<file path="src/rtl/deconv_col_scheduler.sv">
// Column-wise deconvolution sequencer.
// Walks kernel column -> input column -> channel, issuing one-cycle load strobes
// to the core and waiting out each compute on the core's ready handshake.
// All strobes and ids are registered, so they are glitch-free and change only on clock edges.
// On the last ADV of a pass the ids hold at their final values instead of wrapping.
module deconv_col_scheduler #(
    parameter int REG_WIDTH    = 32,
    parameter int FEATURE_SIZE = 8,
    parameter int WEIGHT_SIZE  = 5
) (
    input  logic                 i_clk,
    input  logic                 i_rst_n,
    input  logic                 i_start,
    input  logic [REG_WIDTH-1:0] i_num_chnl,
    input  logic                 i_ip_valid,
    input  logic                 i_w_valid,
    input  logic                 i_core_ready,
    output logic                 o_enable_loadip,
    output logic                 o_enable_loadw,
    output logic [REG_WIDTH-1:0] o_kernel_col_id,
    output logic [REG_WIDTH-1:0] o_input_col_id,
    output logic [REG_WIDTH-1:0] o_chnl_id,
    output logic                 o_fifo_loop,
    output logic                 o_new_chnl,
    output logic                 o_busy,
    output logic                 o_done
);

    localparam logic [REG_WIDTH-1:0] ONE       = REG_WIDTH'(1);
    localparam logic [REG_WIDTH-1:0] KCOL_LAST = REG_WIDTH'(WEIGHT_SIZE - 1);
    localparam logic [REG_WIDTH-1:0] ICOL_LAST = REG_WIDTH'(FEATURE_SIZE - 1);

    typedef enum logic [2:0] {
        IDLE,
        LD_IP,
        LD_W,
        WAIT_BSY,
        WAIT_RDY,
        ADV,
        DONE
    } state_t;

    state_t state;
    state_t state_nxt;

    logic [REG_WIDTH-1:0] kcol;
    logic [REG_WIDTH-1:0] icol;
    logic [REG_WIDTH-1:0] chnl;
    logic [REG_WIDTH-1:0] num_chnl;

    logic start_ok;
    logic kcol_last;
    logic icol_last;
    logic chnl_last;

    logic loadip_d;
    logic loadw_d;
    logic fifo_loop_d;
    logic new_chnl_d;
    logic done_d;
    logic busy_d;

    // A start is only honoured in IDLE, and not in the cycle o_done is still showing
    assign start_ok  = (state == IDLE) && i_start && !o_done;
    assign kcol_last = (kcol == KCOL_LAST);
    assign icol_last = (icol == ICOL_LAST);
    assign chnl_last = (chnl == (num_chnl - ONE));

    // State register
    always_ff @(posedge i_clk or negedge i_rst_n) begin
        if (!i_rst_n) begin
            state <= IDLE;
        end else begin
            state <= state_nxt;
        end
    end

    // Next-state: walk load input -> load weight -> core busy -> core ready -> advance
    always_comb begin
        state_nxt = state;
        case (state)
            IDLE:     if (start_ok)      state_nxt = LD_IP;
            LD_IP:    if (i_ip_valid)    state_nxt = LD_W;
            LD_W:     if (i_w_valid)     state_nxt = WAIT_BSY;
            WAIT_BSY: if (!i_core_ready) state_nxt = WAIT_RDY;
            WAIT_RDY: if (i_core_ready)  state_nxt = ADV;
            ADV: begin
                if (!kcol_last) begin
                    state_nxt = LD_W;
                end else if (!icol_last || !chnl_last) begin
                    state_nxt = LD_IP;
                end else begin
                    state_nxt = DONE;
                end
            end
            DONE:     state_nxt = IDLE;
            default:  state_nxt = IDLE;
        endcase
    end

    // Output decode: next values of the registered strobes and busy flag
    always_comb begin
        loadip_d    = (state == LD_IP) && i_ip_valid;
        loadw_d     = (state == LD_W) && i_w_valid;
        fifo_loop_d = (state == ADV) && kcol_last;
        new_chnl_d  = (state == ADV) && kcol_last && icol_last;
        done_d      = (state == DONE);
        busy_d      = o_busy;
        if (start_ok) begin
            busy_d = 1'b1;
        end else if (state == DONE) begin
            busy_d = 1'b0;
        end
    end

    // Output registers, cleared immediately on reset so an aborted pass emits nothing more
    always_ff @(posedge i_clk or negedge i_rst_n) begin
        if (!i_rst_n) begin
            o_enable_loadip <= 1'b0;
            o_enable_loadw  <= 1'b0;
            o_fifo_loop     <= 1'b0;
            o_new_chnl      <= 1'b0;
            o_done          <= 1'b0;
            o_busy          <= 1'b0;
        end else begin
            o_enable_loadip <= loadip_d;
            o_enable_loadw  <= loadw_d;
            o_fifo_loop     <= fifo_loop_d;
            o_new_chnl      <= new_chnl_d;
            o_done          <= done_d;
            o_busy          <= busy_d;
        end
    end

    // Position counters: cleared on start, stepped only in ADV, held on the final step
    always_ff @(posedge i_clk or negedge i_rst_n) begin
        if (!i_rst_n) begin
            kcol     <= '0;
            icol     <= '0;
            chnl     <= '0;
            num_chnl <= '0;
        end else if (start_ok) begin
            kcol     <= '0;
            icol     <= '0;
            chnl     <= '0;
            num_chnl <= (i_num_chnl == '0) ? ONE : i_num_chnl;
        end else if (state == ADV) begin
            if (!kcol_last) begin
                kcol <= kcol + ONE;
            end else if (!icol_last) begin
                kcol <= '0;
                icol <= icol + ONE;
            end else if (!chnl_last) begin
                kcol <= '0;
                icol <= '0;
                chnl <= chnl + ONE;
            end
        end
    end

    assign o_kernel_col_id = kcol;
    assign o_input_col_id  = icol;
    assign o_chnl_id       = chnl;

endmodule
</file>
<file path="config.mk">
export PLATFORM = sky130hd
export DESIGN_NAME = deconv_col_scheduler
export DESIGN_NICKNAME = d
export VERILOG_FILES = /design/src/rtl/deconv_col_scheduler.sv
export SDC_FILE = /design/constraint.sdc
export NUM_CORES = 1
export LEC_CHECK = 0
export BUFFER_PORTS_ARGS = -buffer_cell sky130_fd_sc_hd__buf_4
export CORE_ASPECT_RATIO = 1.2
export CORE_MARGIN = 3
export CORE_UTILIZATION = 60
export CTS_CLUSTER_DIAMETER = 60
export DETAILED_ROUTE_END_ITERATION = 8
export GPL_ROUTABILITY_DRIVEN = 0
export PLACE_DENSITY = 0.84
export SYNTH_ARGS = -nofsm -noshare
export SYNTH_HDL_FRONTEND = slang
export SYNTH_SLANG_ARGS = --single-unit
export TNS_END_PERCENT = 50
</file>
<file path="constraint.sdc">
create_clock -name i_clk -period 7.81 [get_ports i_clk]
set_clock_uncertainty 0.1 [all_clocks]
set_input_delay 0.781 -clock i_clk [delete_from_list [all_inputs] [get_ports i_clk]]
set_output_delay 0.781 -clock i_clk [all_outputs]
set_load 0.02 [all_outputs]
</file>
==> qor.csv <==
metric,value,unit
outcome,finished clean,
cp_top_family,simple AND/OR/NAND/NOR gates,
finalHoldViolations,0,
slew_violations,0,
path_max_fanout,36,
grt_overflow,0,
setup_violations,0,
ir_drop,0.215,mV
clkTransAtPathRegs,0.06,ns
final_cell_mix,"nand2_1, buf_4, dfrtp_1",
hold_buffers,0,
ctsResizeCount,0,
synth_enable_flop_cells,0,
synthesis.nets,1087,
top_usage_layer,met2,
start_util,61.7,%
path_class,register to register,
dp_slack,3.49,ns
hpwl,17600,um
core_area,0.0139,sq mm
grt_pass1_wl,40600,um
htree_levels,4,
synth-simple-area-share,34.0,%
met3_usage,6.41,%
vias,8743,
nNetsFinal,1191,
drt.antenna.violating_nets,0,
postSynth.asyncResetShare,100,%
power_density,314,mW/mm^2
cp_cell_sequence,nor3_1 > nand4b_1 > a2111oi_2 > o22ai_1 > a211oi_2 > and4_4 > or2_1 > o311ai_0 > o41ai_1,
synth_fa_ha_area_share,0.731,%
clk_latency,0.43,ns
syn_area,0.00856,sq mm
drtPass1Iterations,5,
die_width,115,um
synth_compound_area_share,13.2,%
clock_sinks,137,
ys_ff_latch,137,
yosys.area_share.xor_xnor,6.75,%
start_kind,register,
fin_ws,3.35,ns
use_met2,52.8,%
yosys_warnings,0,
rsz0062_at_grt,false,
cp-end-kind,register,
worst-path-buf-inv,0,
synth_flop_cell,dfrtp_1,
synth.avg_cell_area,8.20,sq um
io_pins,140,
multi_input_area,0.00478,sq mm
period_share,57.1,%
post_cts_buffers,0,
grt_use_total,32.4,%
die_h,137,um
ys_seq_area_share,40.1,%
clock.fmax,0.224,GHz
drt-total-wl,25100,um
cellLeakagePower,4.46,nW
fin_crit,4.46,ns
cp_slowest_cell,or2_1,
syn_to_final_growth,19.8,%
viasPerCell,6.57,
grt_max_degree,72,
cp.required,8.03,ns
final_common_cell,nand2_1,
seq_area,0.00343,sq mm
drc,0,
rows,47,
dr.first_iter.drc_count,893,
postSynthCellCount,1044,
hp-class,input pin to async pin,
numCtsBuffers,17,
fin_setup_tns,0,ns
slowest_delay,0.81,ns
synthMuxAreaShare,1.05,%
synth_cell_type_count,69,
worstPathArrival,4.68,ns
dieArea,0.0157,sq mm
relSlewSlack,30.1,%
cts_root_buf,clkbuf_16,
grt_pass1_vias,8248,
drive_gt1_share,16.9,%
cts_tree,done,
fillers,1039,
cap_viol_max_count,0,
numPortBuffers,139,
synth_top_family_by_area,simple AND/OR/NAND/NOR gates,
antenna_found_initial,0,
tightestPinTransition,1.05,ns
cts_buffer_depth,2,
avgRoutedWirePerCell,18.9,um
met1_usage,39.9,%
num_antenna_cells,0,
## power by group
part           switching (mW)  total, mW  leakage, nW  internal, mW
Sequential              0.278       1.13         1.84         0.854
Clock                   0.316      0.919        0.326         0.603
Combinational           0.727       1.16         2.29         0.438
Total                    1.32       3.22         4.46          1.89
## final cells by class
| type | instances | share of cell area [%] |
|---|---|---|
| Clock buffer | 18 | 4.28 |
| Multi-Input combinational cell | 824 | 46.6 |
| Timing Repair Buffer | 143 | 10.5 |
| Tap cell | 171 | 2.09 |
| Inverter | 25 | 0.915 |
| Clock inverter | 13 | 2.20 |
| Sequential cell | 137 | 33.4 |
## routing by layer
layer	vias up	share of wire, %
met5	-	0
met4	0	5.0
met3	108	7.0
met2	467	49
met1	4166	39
li1	4002	-
## cells in the mapped netlist (16+ instances only)
cell type / number / area (sq um)
nand3_1: 54 / 270
xor2_1: 25 / 219
dfrtp_1: 137 / 3430
nor3_1: 36 / 180
clkbuf_1: 38 / 143
or3_1: 40 / 250
nand4_1: 38 / 238
and3_1: 16 / 100
a21oi_1: 39 / 195
nor4_1: 41 / 257
nand2b_1: 16 / 100
or4_1: 16 / 120
nand2_1: 175 / 657
nor2_1: 79 / 297
o21ai_0: 61 / 305
inv_1: 25 / 93.8
xnor2_1: 41 / 359
o31ai_1: 17 / 128
## path summary, 6_finish.rpt
kind	slack, ns	start	cells after the start	endpoint
setup / recovery	3.35	num_chnl[5]	9	o_kernel_col_id[9]
max in group asynchronous	6.08	i_rst_n	2	num_chnl[6]
min in group i_clk	0.42	num_chnl[31]	2	num_chnl[31]
hold / removal	0.24	i_rst_n	1	o_kernel_col_id[24]
setup reg to reg	3.35	num_chnl[5]	9	o_kernel_col_id[9]
hold reg to reg	0.42	num_chnl[31]	2	num_chnl[31]
## flip-flops by register name, indices dropped and copies added (netlist names)
name / flops
num_chnl: 32
o_busy: 1
o_chnl_id: 32
o_done: 1
o_enable_loadip: 1
o_enable_loadw: 1
o_fifo_loop: 1
o_input_col_id: 32
o_kernel_col_id: 32
o_new_chnl: 1
state: 3
## worst register-to-register path, cell delays in order, from the launching register on
cell	delay (ns)
dfrtp_1	0.48
nor3_1	0.55
nand4b_1	0.47
a2111oi_2	0.65
o22ai_1	0.15
a211oi_2	0.36
and4_4	0.35
or2_1	0.82
o311ai_0	0.30
o41ai_1	0.13
## through the flow
| stage | area [sq um] | hold WS (ns) | cells | power [mW] | util, % |
|---|---|---|---|---|---|
| after floorplan | 8560 | 0.367 | 1044 | 1.91 | - |
| after global placement | 9590 | 0.398 | 1300 | 2.23 | 69.1 |
| after detailed placement | 9590 | 0.403 | 1300 | 2.26 | 69.1 |
| after CTS | 10300 | 0.280 | 1331 | 3.19 | 73.9 |
| after global routing | 10300 | 0.292 | 1331 | 3.39 | 73.9 |
| final | 10300 | 0.244 | 1331 | 3.22 | 73.9 |
## cell families after synthesis
family                     count (synthesis)
buffers and inverters                     83
DFF                                      137
AOI/OAI and AO/OA                        179
and+or+nand+nor                          565
adders and majority gates                  5
muxes                                      9
xor gates and xnor gates                  66
Note: power is estimated with default switching activity, not from simulation.
